[src/rtl/scpu_seq_ctrl.sv]
// scpu_seq_ctrl: multi-cycle FETCH/DECODE/EXEC/MEM/WB sequencer for the SCPU
// datapath, with a retired-instruction counter.
// Optional feature: define SEQ_TRAP_EN to send unknown opcodes to a TRAP state
// that waits for trap_clr; otherwise they retire as NOPs.
module scpu_seq_ctrl #(
    parameter int CNT_W = 32
) (
    input  logic             clk,
    input  logic             rstn,
    input  logic             imem_ack,
    input  logic [6:0]       inst_op,
    input  logic             dmem_ack,
    input  logic             br_taken,
    input  logic             trap_clr,
    output logic             imem_req,
    output logic             ir_we,
    output logic [2:0]       imm_sel,
    output logic             dmem_req,
    output logic             dmem_we,
    output logic             reg_we,
    output logic             mem_to_reg,
    output logic             pc_we,
    output logic [1:0]       pc_src,
    output logic [CNT_W-1:0] instret,
    output logic             trap
);

    localparam logic [6:0] OP_IMM    = 7'b0010011;
    localparam logic [6:0] OP_LOAD   = 7'b0000011;
    localparam logic [6:0] OP_JALR   = 7'b1100111;
    localparam logic [6:0] OP_LUI    = 7'b0110111;
    localparam logic [6:0] OP_JAL    = 7'b1101111;
    localparam logic [6:0] OP_BRANCH = 7'b1100011;
    localparam logic [6:0] OP_STORE  = 7'b0100011;

    typedef enum logic [2:0] {
        S_FETCH,
        S_DECODE,
        S_EXEC,
        S_MEM,
        S_WB
`ifdef SEQ_TRAP_EN
        , S_TRAP
`endif
    } state_t;

    state_t           state_q, state_d;
    logic [6:0]       op_q, op_d;
    logic [CNT_W-1:0] instret_q, instret_d;

    // Raw (ungated) strobes from the FSM; reset masking is applied at the ports.
    logic       imem_req_c, ir_we_c, dmem_req_c, dmem_we_c;
    logic       reg_we_c, mem_to_reg_c, pc_we_c, trap_c, retire;
    logic [2:0] imm_sel_c, imm_dec;
    logic [1:0] pc_src_c;

    logic is_imm, is_load, is_jalr, is_lui, is_jal, is_branch, is_store, op_known;

    // Opcode class flags and immediate-type decode from the latched opcode.
    always_comb begin
        is_imm    = (op_q == OP_IMM);
        is_load   = (op_q == OP_LOAD);
        is_jalr   = (op_q == OP_JALR);
        is_lui    = (op_q == OP_LUI);
        is_jal    = (op_q == OP_JAL);
        is_branch = (op_q == OP_BRANCH);
        is_store  = (op_q == OP_STORE);
        op_known  = is_imm | is_load | is_jalr | is_lui | is_jal | is_branch | is_store;
        imm_dec   = 3'd0;
        if (is_imm || is_load || is_jalr) imm_dec = 3'd1;
        else if (is_lui)                  imm_dec = 3'd2;
        else if (is_jal)                  imm_dec = 3'd3;
        else if (is_branch)               imm_dec = 3'd4;
        else if (is_store)                imm_dec = 3'd5;
    end

    // Next-state, opcode latch, strobe and retire decode.
    always_comb begin
        state_d      = state_q;
        op_d         = op_q;
        imem_req_c   = 1'b0;
        ir_we_c      = 1'b0;
        imm_sel_c    = 3'd0;
        dmem_req_c   = 1'b0;
        dmem_we_c    = 1'b0;
        reg_we_c     = 1'b0;
        mem_to_reg_c = 1'b0;
        pc_we_c      = 1'b0;
        pc_src_c     = 2'd0;
        trap_c       = 1'b0;
        retire       = 1'b0;
        case (state_q)
            S_FETCH: begin
                imem_req_c = 1'b1;
                if (imem_ack) begin
                    ir_we_c = 1'b1;
                    op_d    = inst_op;
                    state_d = S_DECODE;
                end
            end
            S_DECODE: begin
                imm_sel_c = imm_dec;
`ifdef SEQ_TRAP_EN
                if (!op_known) state_d = S_TRAP;
                else           state_d = S_EXEC;
`else
                state_d = S_EXEC;
`endif
            end
            S_EXEC: begin
                imm_sel_c = imm_dec;
                if (is_load || is_store) begin
                    state_d = S_MEM;
                end else if (is_branch) begin
                    pc_we_c  = 1'b1;
                    pc_src_c = {1'b0, br_taken};
                    retire   = 1'b1;
                    state_d  = S_FETCH;
                end else begin
                    state_d = S_WB;
                end
            end
            S_MEM: begin
                imm_sel_c  = imm_dec;
                dmem_req_c = 1'b1;
                dmem_we_c  = is_store;
                if (dmem_ack) begin
                    if (is_store) begin
                        pc_we_c = 1'b1;
                        retire  = 1'b1;
                        state_d = S_FETCH;
                    end else begin
                        state_d = S_WB;
                    end
                end
            end
            S_WB: begin
                imm_sel_c    = imm_dec;
                pc_we_c      = 1'b1;
                pc_src_c     = is_jal ? 2'd1 : (is_jalr ? 2'd2 : 2'd0);
                // Unknown opcodes reach here as NOPs and must not write the register file.
                reg_we_c     = is_imm | is_lui | is_load | is_jal | is_jalr;
                mem_to_reg_c = is_load;
                retire       = 1'b1;
                state_d      = S_FETCH;
            end
`ifdef SEQ_TRAP_EN
            S_TRAP: begin
                trap_c = 1'b1;
                if (trap_clr) begin
                    pc_we_c = 1'b1;
                    state_d = S_FETCH;
                end
            end
`endif
            default: state_d = S_FETCH;
        endcase
        instret_d = instret_q + CNT_W'(retire);
    end

    // State, opcode and counter registers; reset aborts any instruction in flight.
    always_ff @(posedge clk or negedge rstn) begin
        if (!rstn) begin
            state_q   <= S_FETCH;
            op_q      <= 7'd0;
            instret_q <= '0;
        end else begin
            state_q   <= state_d;
            op_q      <= op_d;
            instret_q <= instret_d;
        end
    end

    // All strobes are forced low while reset is held, including the FETCH request.
    assign imem_req   = imem_req_c & rstn;
    assign ir_we      = ir_we_c & rstn;
    assign imm_sel    = imm_sel_c & {3{rstn}};
    assign dmem_req   = dmem_req_c & rstn;
    assign dmem_we    = dmem_we_c & rstn;
    assign reg_we     = reg_we_c & rstn;
    assign mem_to_reg = mem_to_reg_c & rstn;
    assign pc_we      = pc_we_c & rstn;
    assign pc_src     = pc_src_c & {2{rstn}};
    assign instret    = instret_q;

`ifdef SEQ_TRAP_EN
    assign trap = trap_c & rstn;
`else
    // Without the trap feature the acknowledge input has no function.
    logic unused_trap;
    assign unused_trap = trap_c | trap_clr;
    assign trap        = 1'b0;
`endif

endmodule
[config.mk]
export PLATFORM = sky130hd
export DESIGN_NAME = scpu_seq_ctrl
export DESIGN_NICKNAME = d
export VERILOG_FILES = /design/src/rtl/scpu_seq_ctrl.sv
export SDC_FILE = /design/constraint.sdc
export NUM_CORES = 1
export LEC_CHECK = 0
export ABC_AREA = 1
export BUFFER_PORTS_ARGS = -buffer_cell sky130_fd_sc_hd__buf_2
export CORE_UTILIZATION = 48
export CTS_CLUSTER_SIZE = 14
export DETAILED_ROUTE_END_ITERATION = 7
export PLACE_DENSITY_LB_ADDON = 0.12
export SYNTH_ARGS = -nofsm -noshare
export SYNTH_HDL_FRONTEND = slang
export SYNTH_SLANG_ARGS = --single-unit
[constraint.sdc]
create_clock -name clk -period 1.95 [get_ports clk]
set_input_delay 0.0975 -clock clk [delete_from_list [all_inputs] [get_ports clk]]
set_output_delay 0.0975 -clock clk [all_outputs]
set_load 0.02 [all_outputs]
== Yosys cells after proc, flatten, opt, wreduce, memory -nomap -nowiden ==
Cells that the tools add are included.

* Output and inout port bits: 45
* Register bits: 42

* Equal/unequal tests: 13
* Reductions and logical operators: 7
* Bitwise gates (word level): 13
* Add/sub/neg operators: 1
* Multiplexer cells: 29

{| class="wikitable"
|+ Operator list
! operator !! count
|-
| $mux 3 || 11
|-
| $add 32x1->32 || 1
|-
| $eq 7x7->1 const B || 3
|-
| $eq 7x6->1 const B || 2
|-
| $mux 1 || 13
|-
| $pmux 3 s4 || 1
|-
| $and 1x1->1 || 7
|-
| $eq 7x2->1 const B || 1
|-
| $eq 7x5->1 const B || 1
|-
| $eq 3x2->1 const B || 2
|-
| $mux 2 || 2
|-
| $ne 2x2->1 const B || 2
|-
| $or 1x1->1 || 4
|-
| $pmux 2 s2 || 1
|-
| $reduce_and 2->1 || 2
|-
| $reduce_or 4->1 || 1
|-
| $and 3x3->3 || 1
|-
| $eq 3x1->1 const B || 1
|-
| $eq 3x3->1 const B || 1
|-
| $logic_not 3->1 || 1
|-
| $logic_or 1x1->1 || 3
|-
| $pmux 1 s3 || 1
|-
| $and 2x2->2 || 1
|}

== Logic depth before layout (Yosys ltp) ==
Gate-level depths: netlist (run 1).

* Depth in word-level cells: 8
* Gate-level depth with buffers: 15
* Gate-level depth less buffers: 15

== Worst setup path after synthesis (run 1) ==
OpenSTA, ideal clock, no wires.

* Kind: flip-flop to flip-flop
* From: reg op_q[4]
* To: reg instret_q[30], in the netlist instret[30]
* Setup slack: -0.044 ns
* Cell stages (with the launch flop): 15
* Path buffers: 0
* Arrival: 1.877 ns
* Data required time: 1.833 ns
* Cell sequence: dfrtp_1 > inv_1 > nand2_1 > nor2_1 > nand3_1 > nand3_1 > ha_1 > ha_1 > nand3_2 > inv_2 > nand2_2 > nor2_2 > nand2_1 > nand2_1 > nand2_1

* Word-level cells in the longest chain between the ends: 5
* Elaborated cells between the ends (all ways): 10

{| class="wikitable"
|+ Ends and longest elaborated chain
! item !! RTL line !! RTL
|-
| from (decl) || 48 || <nowiki>logic [6:0] op_q, op_d;</nowiki>
|-
| from (signal assigned) || 169 || <nowiki>op_q <= op_d;</nowiki>
|-
| $eq 7x6->1, or another cell as far along || 67 || <nowiki>is_store = (op_q == OP_STORE);</nowiki>
|-
| $mux 1, or another cell as far along || 128 || <nowiki>if (is_store) begin</nowiki>
|-
| $mux 1 (on tied branches) || 127, 112 ||
|-
| $pmux 1 s3 * || 92 || <nowiki>case (state_q)</nowiki>
|-
| $add 32x1->32 * || 158 || <nowiki>instret_d = instret_q + CNT_W'(retire);</nowiki>
|-
| net instret_d[30] || 49 || <nowiki>logic [CNT_W-1:0] instret_q, instret_d;</nowiki>
|-
| to (signal assigned) || 170 || <nowiki>instret_q <= instret_d;</nowiki>
|-
| to (decl) || 49 ||
|}

Mark *: on every way through the listed nets, which the timed path passes. The rest lies on a longest branch.
A chain may end at the register's enable or synchronous reset.

== Final worst setup path (run 1) ==
* From: reg op_q[3]
* To: reg instret_q[10], in the netlist instret[10]

The elaborated chain is that of the path after synthesis.

==> results.yml, run 1 <==
outcome:
  status: "finished with violations"
  violations: "negative setup slack"
synthesis:
  yosys.area.top_type: "dfrtp_1"
  yosysSeqAreaShare: 0.437
  avgSynthCellArea_um2: 7.15
  synthTopCellsByCount: "nand2_1 (122), nor2_1 (67), dfrtp_1 (42), inv_1 (26), nand3b_1 (15)"
  synth_ff_type: "dfrtp_1"
  ys_seq_elements: 42
  netlist_area_um2: 2400
  async_flop_share: 1.00
  synth_nets: 351
  synth_cell_types: 22
  synth_area_leaders: "dfrtp_1 (44%), nand2_1 (19%), nor2_1 (10%), nand3b_1 (4.7%), inv_1 (4.1%)"
  yosys.cell_count.top_type: "nand2_1"
  synth_edf_count: 0
  yosys.area.top_type_share: 0.437
  yosysWarningCount: 0
  syn_inst: 336
setup_path:
  r2r_start: "op_q[3]"
  r2r_setup_slack_ns: -0.03
  required_ns: 2.13
  critical_path_class: "reg2reg"
  startpoint_type: "flop"
  worstPathMaxFanout: 4
  arrival_ns: 2.16
  worst_r2r_endpoint: "instret[10]"
  crit_start: "op_q[3]"
  crit_path_end: "instret[10]"
  r2r_cells: 12
  endpoint_kind: "flop"
final_layout:
  layout-drive-gt1-share: 0.323
  n_antenna_cell: 0
  finalNetCount: 451
  areaGrowthSynthToFinish_pct: 37.3
  fillCellCount: 407
timing:
  finalSetupViolCount: 2
  drv_slew: 0
  tightest_slew_ns: 0.523
  max-slew-margin-rel: 0.652
  timing.fmax_mhz: 505
  setup_ws_ns: -0.0305
  period_share: 1.02
  fin_skew_ns: 0.00513
  final.min_clock_period_ns: 1.98
  final_hold_viol_count: 0
  rsz0062_at_grt: "true"
clock_network:
  htree_levels: 2
  cts.path.max_buffers: 2
  clock-sinks: 42
  numCtsBuffers: 5
  clk_pin_slew_ns: 0.08
  clkLatencyLatePin_ns: 0.30
  cts_tree: "yes"
  root_buffer: "clkbuf_8"
floorplanning:
  io_pins: 58
  fp.dieArea_um2: 5290
  die_w_um: 72.8
  rows: 25
  start_util: 0.502
  core_um2: 4790
  die_height_um: 72.8
power:
  vdd_ir_drop_max_uv: 598
  clock_power_share: 0.243
  p_int_mw: 1.83
  finalPower_mw: 2.81
  seqPwrFrac: 0.414
  p_sw_frac: 0.349
  power_frac_comb: 0.342
  p_switching_uw: 982
  p_leak_nw: 1.75
  p_per_area_nw_per_um2: 852
place:
  place.gp.congestion: 0.900
  io_buffer_count: 55
  place_hpwl_um: 4740
  place_ws_ns: -0.119
grt:
  grt_overflow_total: 0
  grt_max_degree: 42
  first_global_vias: 2411
  antenna_found_initial: 0
  grt_util_all_layers: 0.262
  grt_pass1_wl_um: 10600
worst_hold_path:
  hold_path_class: "in2reg"
  hold_start: "inst_op[2]"
flow_run:
  maxCapViolations: 0
drt:
  drc: 0
  detail_route.wl_per_cell_um: 12.5
  drtIter0Drc: 86
  ant_nets: 0
  vias_per_cell: 4.97
  dr.pass1.iters: 4
  wl_um: 6330
  vias: 2506
## worst min-delay path by stage
| stage | end | slack (ns) | cells past startpoint |
|---|---|---|---|
| 2_1_floorplan | instret[0] | -0.20 | 0 |
| 3_3_place_gp | state_q[2] | -0.06 | 1 |
| 3_5_place_dp | state_q[2] | -0.06 | 1 |
| 4_1_cts | op_q[2] | 0.04 | 3 |
| 5_1_grt | op_q[4] | 0.08 | 3 |
| 6_report | op_q[2] | 0.05 | 3 |
## kinds of logic after synthesis
logic type,Yosys count,share of synthesized area
and+or+nand+nor,233,0.419
DFF,42,0.437
buffers and inverters,30,0.0489
xor gates and xnor gates,15,0.0547
AOI/OAI and AO/OA,13,0.0286
adders and majority gates,2,0.0104
other,1,0.00156
## sequential cells by signal, indices dropped and copies added (netlist names)
name,count
state_q,3
instret,32
op_q,7
## metal layers
metal | up-vias | GRT usage | part of all wire
met5 | - | 0 | 0
met4 | 0 | 0.0697 | 0.019
met3 | 16 | 0.0525 | 0.042
met2 | 75 | 0.480 | 0.50
met1 | 1173 | 0.312 | 0.44
li1 | 1242 | - | -
## power groups by stage
| stage | Clock (mW) | Combinational, mW | Sequential (mW) |
|---|---|---|---|
| after floorplan | 0 | 0.407 | 1.20 |
| after global placement | 0 | 0.902 | 1.14 |
| after detailed placement | 0 | 0.913 | 1.14 |
| after CTS | 0.695 | 0.947 | 1.15 |
| after global routing | 0.721 | 1.08 | 1.18 |
| final | 0.684 | 0.963 | 1.17 |
## cells in the final DEF (no fill, tap or decap), types with 8 or more instances in the layout
cell type	Yosys	routed
a21oi_1	8	8
buf_2	1	55
buf_4	1	37
dfrtp_1	42	42
inv_1	26	21
nand2_1	122	114
nand2_2	3	8
nand3_1	10	8
nand3b_1	15	15
nor2_1	67	61
xor2_1	8	8
## stage by stage
| step | TNS, ns | cell area [um2] | utilization | hold WS [ns] | instances |
|---|---|---|---|---|---|
| floorplan | 0 | 2410 | - | -0.198 | 336 |
| global placement | -0.145 | 3000 | 0.627 | -0.0600 | 489 |
| detailed placement | -1.11 | 3000 | 0.627 | -0.0591 | 489 |
| CTS | -0.00995 | 3200 | 0.668 | 0.0440 | 502 |
| global route | -1.05 | 3300 | 0.689 | 0.0842 | 504 |
| finish | -0.0342 | 3300 | 0.689 | 0.0463 | 504 |
## critical path, cell delays in order (launching register included)
cell and delay (ns):
dfrtp_1 0.40, nor2_2 0.17, nand2_2 0.08, nor2_2 0.09, nand2_1 0.07, nand3_2 0.11, ha_4 0.16, ha_4 0.15
nand3_4 0.09, inv_4 0.09, nand3b_1 0.16, buf_4 0.18, xnor2_1 0.12
## cell type report
class,instances,area (um2),area share
Clock buffer,5,68.8,0.0209
Inverter,28,110,0.0334
Tap cell,67,83.8,0.0254
Multi-Input combinational cell,264,1360,0.412
Sequential cell,42,1050,0.319
Timing Repair Buffer,95,586,0.177
Clock inverter,3,40.0,0.0121
## what timing repair did
item / in CTS / in global routing
endpoints found under the setup margin: 21 / 25
pin swaps: 5 / 15
gates resized for setup: 11 / 27
hold buffers: 1 / 0
setup buffers: 4 / 2
hold endpoints to repair: 1 / 0
No activity file was read; power rests on OpenSTA's default activity.
==> run 2, diff against run 1 <==
CTS_BUF_LIST = sky130_fd_sc_hd__clkbuf_16   (was default)
==> results.yml, run 2 (synthesized netlist as in run 1, its figures left out) <==
outcome:
  status: "finished with violations"
  violations: "negative setup slack"
clock_network:
  cts_tree: "yes"
  clk_pin_slew_ns: 0.06
  clock-sinks: 42
  cts.path.max_buffers: 2
  htree_levels: 2
  clkLatencyLatePin_ns: 0.28
  numCtsBuffers: 5
  root_buffer: "clkbuf_16"
final_layout:
  largest_reg_flops: 32
  final_cells: 504
  layout-drive-gt1-share: 0.316
  areaGrowthSynthToFinish_pct: 39.3
  n_antenna_cell: 0
  fillCellCount: 411
  final_common_cell: "nand2_1"
  finalNetCount: 451
  fin_area_um2: 3350
  layout_common_cells: "nand2_1 (117), nor2_1 (61), buf_2 (55)"
setup_path:
  r2r_cells: 12
  crit_start: "op_q[3]"
  worst_r2r_endpoint: "instret[10]"
  arrival_ns: 2.17
  cp_slowest_stage_delay_ns: 0.40
  crit_slowest_cell: "dfrtp_1"
  r2r_start: "op_q[3]"
  startpoint_type: "flop"
  crit_path_cell_trace: "nor2_2 > nand2_2 > nor2_2 > nand2_1 > nand3_2 > ha_4 > ha_4 > nand3_4 > inv_4 > nand3b_1 > buf_4 > xnor2_1"
  crit_path_end: "instret[10]"
  required_ns: 2.11
  r2r_setup_slack_ns: -0.06
  endpoint_kind: "flop"
  critical_path_class: "reg2reg"
  worstPathMaxFanout: 4
grt:
  grt_util_all_layers: 0.262
  antenna_found_initial: 0
  first_global_vias: 2417
  grt_pass1_wl_um: 10600
  grt_overflow_total: 0
  grt_max_degree: 42
power:
  p_leak_nw: 1.78
  p_per_area_nw_per_um2: 917
  vdd_ir_drop_max_uv: 620
  clock_power_share: 0.302
  p_sw_frac: 0.328
  p_switching_mw: 1.01
  p_int_mw: 2.06
  power_frac_comb: 0.318
  seqPwrFrac: 0.380
floorplanning:
  io_pins: 58
  start_util: 0.502
  die_w_um: 72.8
  fp.dieArea_um2: 5290
  die_height_um: 72.8
  core_um2: 4790
  rows: 25
timing:
  final.min_clock_period_ns: 2.01
  timing.fmax_mhz: 498
  rsz0062_at_grt: "true"
  tightest_slew_ns: 0.530
  period_share: 1.03
  max-slew-margin-rel: 0.647
  setup_ws_ns: -0.0562
  drv_slew: 0
  finalSetupViolCount: 1
  final_hold_viol_count: 0
  fin_skew_ns: 0.00426
drt:
  ant_nets: 0
  wl_um: 6390
  drc: 0
  dr.pass1.iters: 4
  vias_per_cell: 4.99
  drtIter0Drc: 72
  detail_route.wl_per_cell_um: 12.7
  vias: 2517
worst_hold_path:
  hold_path_class: "in2reg"
place:
  place_ws_ns: -0.119
  place_hpwl_um: 4740
  place.gp.congestion: 0.900
  dpl_cell_area_um2: 3000
  io_buffer_count: 55
  placed_cells: 489
flow_run:
  maxCapViolations: 0
-- run 2: stage by stage --
step	util	setup TNS [ns]	hold WS (ns)	power, mW
5_1_grt	0.700	-1.36	0.107	3.25
4_1_cts	0.681	0	0.0639	3.05
6_report	0.700	-0.0562	0.0660	3.07
3_5_place_dp	0.627	-1.11	-0.0591	2.06
3_3_place_gp	0.627	-0.145	-0.0600	2.04
2_1_floorplan	-	0	-0.198	1.61
-- run 2: worst min-delay path by stage --
stage,from,end,slack [ns],cells after the start
floorplan,rstn,instret[0],-0.20,0
CTS,inst_op[2],op_q[2],0.06,3
finish,inst_op[2],op_q[2],0.07,3
global placement,rstn,state_q[2],-0.06,1
detailed placement,rstn,state_q[2],-0.06,1
global route,inst_op[4],op_q[4],0.11,3
-- run 2: layer usage --
| metal | wire (um) | vias up | GRT usage |
|---|---|---|---|
| met4 | 113 | 0 | 0.0806 |
| met2 | 3270 | 73 | 0.487 |
| met5 | 0 | - | 0 |
| li1 | - | 1243 | - |
| met3 | 239 | 13 | 0.0387 |
| met1 | 2760 | 1188 | 0.310 |
-- run 2: power by group through the flow --
| stage | logic (mW) | registers (mW) | clock network [mW] |
|---|---|---|---|
| after global placement | 0.902 | 1.14 | 0 |
| after CTS | 0.955 | 1.15 | 0.946 |
| after detailed placement | 0.913 | 1.14 | 0 |
| final | 0.975 | 1.17 | 0.929 |
| after global routing | 1.09 | 1.18 | 0.973 |
| after floorplan | 0.407 | 1.20 | 0 |
-- run 2: final cells by class --
type | count | area [um2] | area share
timing repair buffer | 95 | 586 | 0.175
inverter | 28 | 110 | 0.0329
multi-input combinational | 264 | 1350 | 0.404
tap | 67 | 83.8 | 0.0250
clock inverter | 3 | 40.0 | 0.0120
sequential | 42 | 1050 | 0.314
clock buffer | 5 | 125 | 0.0374
-- run 2: critical path: cells and delay by family (launching register included) --
kind | cells | cell delay (ns)
flip-flops | 1 | 0.40
adder cells (fa/ha/maj) | 2 | 0.31
AND/OR/NAND/NOR | 7 | 0.77
buffers and inverters | 2 | 0.29
XOR/XNOR | 1 | 0.12
-- run 2: repair_timing --
item / 4_1_cts / 5_1_grt
endpoints found under the hold margin: 1 / 0
setup buffers: 4 / 2
pin swaps: 4 / 14
gates resized for setup: 11 / 24
setup endpoints to repair: 19 / 25
hold buffers: 1 / 0
==> run 3, diff against run 2 <==
REMOVE_ABC_BUFFERS = 1   (was default)
==> results.yml, run 3 (synthesized netlist as in run 1, its figures left out) <==
final_layout:
  multi_input_area_um2: 1350
  layout_common_cells: "nand2_1 (119), nor2_1 (61), buf_2 (55)"
  final_common_cell: "nand2_1"
  fillCellCount: 415
  areaGrowthSynthToFinish_pct: 37.7
  largest_reg_flops: 32
  finalNetCount: 451
  ff_latch_area_um2: 1050
  n_antenna_cell: 0
  final_cells: 504
  layout-drive-gt1-share: 0.304
clock_network:
  htree_levels: 2
  cts_tree: "yes"
  clk_pin_slew_ns: 0.06
  numCtsBuffers: 5
  root_buffer: "clkbuf_16"
  clkLatencyLatePin_ns: 0.28
  clock-sinks: 42
  cts.path.max_buffers: 2
timing:
  fin_skew_ns: 0.00660
  rsz0062_at_grt: "true"
  finalSetupViolCount: 1
  final_hold_viol_count: 0
  fin_hold_ws_ns: 0.0760
  timing.fmax_mhz: 513
  period_share: 1.00
  setup_ws_ns: -0.00106
  drv_slew: 0
  final.min_clock_period_ns: 1.95
power:
  p_switching_uw: 994
  seqPwrFrac: 0.402
  power_frac_comb: 0.339
  p_per_area_nw_per_um2: 883
  vdd_ir_drop_max_uv: 558
  p_int_mw: 1.93
  p_leak_nw: 1.75
  p_sw_frac: 0.340
  clock_power_share: 0.259
setup_path:
  startpoint_type: "flop"
  arrival_ns: 2.12
  endpoint_kind: "flop"
  critical_path_class: "reg2reg"
  worstPathMaxFanout: 4
  required_ns: 2.12
place:
  place_hpwl_um: 4770
  place.gp.congestion: 0.886
  placed_cells: 488
  io_buffer_count: 55
drt:
  ant_nets: 0
  dr.pass1.iters: 4
  vias: 2456
  drc: 0
  wl_um: 6140
  detail_route.wl_per_cell_um: 12.2
  vias_per_cell: 4.87
  drtIter0Drc: 79
worst_hold_path:
  hold_path_class: "in2reg"
outcome:
  violations: "negative setup slack"
  status: "finished with violations"
floorplanning:
  start_util: 0.502
  die_height_um: 72.8
  io_pins: 58
  rows: 25
  die_w_um: 72.8
  fp.dieArea_um2: 5290
  core_um2: 4790
grt:
  antenna_found_initial: 0
  grt_max_degree: 31
  first_global_vias: 2299
  grt_pass1_wl_um: 9960
  grt_util_all_layers: 0.245
  grt_overflow_total: 0
flow_run:
  maxCapViolations: 0
run 3: critical path, cell delays in order (launching register included):
cell,delay (ns)
dfrtp_1,0.40
inv_1,0.08
nand2_1,0.10
nor2_2,0.14
nand3_1,0.10
nand3_2,0.11
ha_4,0.15
ha_4,0.14
nand3_4,0.08
inv_4,0.08
nand3b_1,0.19
inv_2,0.11
nand2_1,0.05
nand2_1,0.05
nand2_1,0.05
run 3: power groups by stage:
stage / clock network (mW) / logic, mW / registers (mW)
after floorplan: 0 / 0.394 / 1.20
after global placement: 0 / 0.886 / 1.14
after detailed placement: 0 / 0.902 / 1.14
after CTS: 0.775 / 0.942 / 1.15
after global routing: 0.812 / 1.10 / 1.19
final: 0.758 / 0.991 / 1.17
run 3: layout make-up:
class,instances,area share
Tap cell,67,0.0253
Timing Repair Buffer,95,0.175
Sequential cell,42,0.318
Clock inverter,3,0.00378
Multi-Input combinational cell,264,0.407
Inverter,28,0.0333
Clock buffer,5,0.0378
run 3: final timing paths:
path	slack, ns	cells after the start	start	end
max	-0.001	14	op_q[2]	instret[26]
min	0.08	3	inst_op[6]	op_q[6]
max reg2reg	-0.001	14	op_q[2]	instret[26]
min reg2reg	0.50	2	instret[31]	instret[31]
max in group asynchronous	1.08	3	rstn	instret[12]
min in group asynchronous	0.26	2	rstn	state_q[1]
run 3: what timing repair did:
| action | 4_1_cts | 5_1_grt |
|---|---|---|
| endpoints found under the setup margin | 22 | 24 |
| endpoints found under the hold margin | 13 | 0 |
| pin swaps | 4 | 10 |
| gates resized for setup | 10 | 23 |
| hold buffers | 1 | 0 |
| gates cloned | 0 | 0 |
| buffers inserted | 3 | 4 |
run 3: routing by layer:
layer / wire [um] / up-vias / global-route usage
li1: - / 1248 / -
met3: 200 / 10 / 0.0359
met5: 0 / - / 0
met2: 3180 / 61 / 0.450
met1: 2640 / 1137 / 0.289
met4: 114 / 0 / 0.0893
run 3: metrics by stage:
stage	utilization	total power [mW]	setup TNS, ns	setup slack [ns]	instance area (um2)
detailed placement	0.625	2.05	-1.33	-0.140	2990
floorplan	-	1.59	-0.101	-0.0437	2390
global placement	0.625	2.02	-0.196	-0.0483	2990
finish	0.692	2.92	-0.00106	-0.00106	3310
global route	0.692	3.11	-1.19	-0.153	3310
CTS	0.671	2.87	0	0.0111	3210
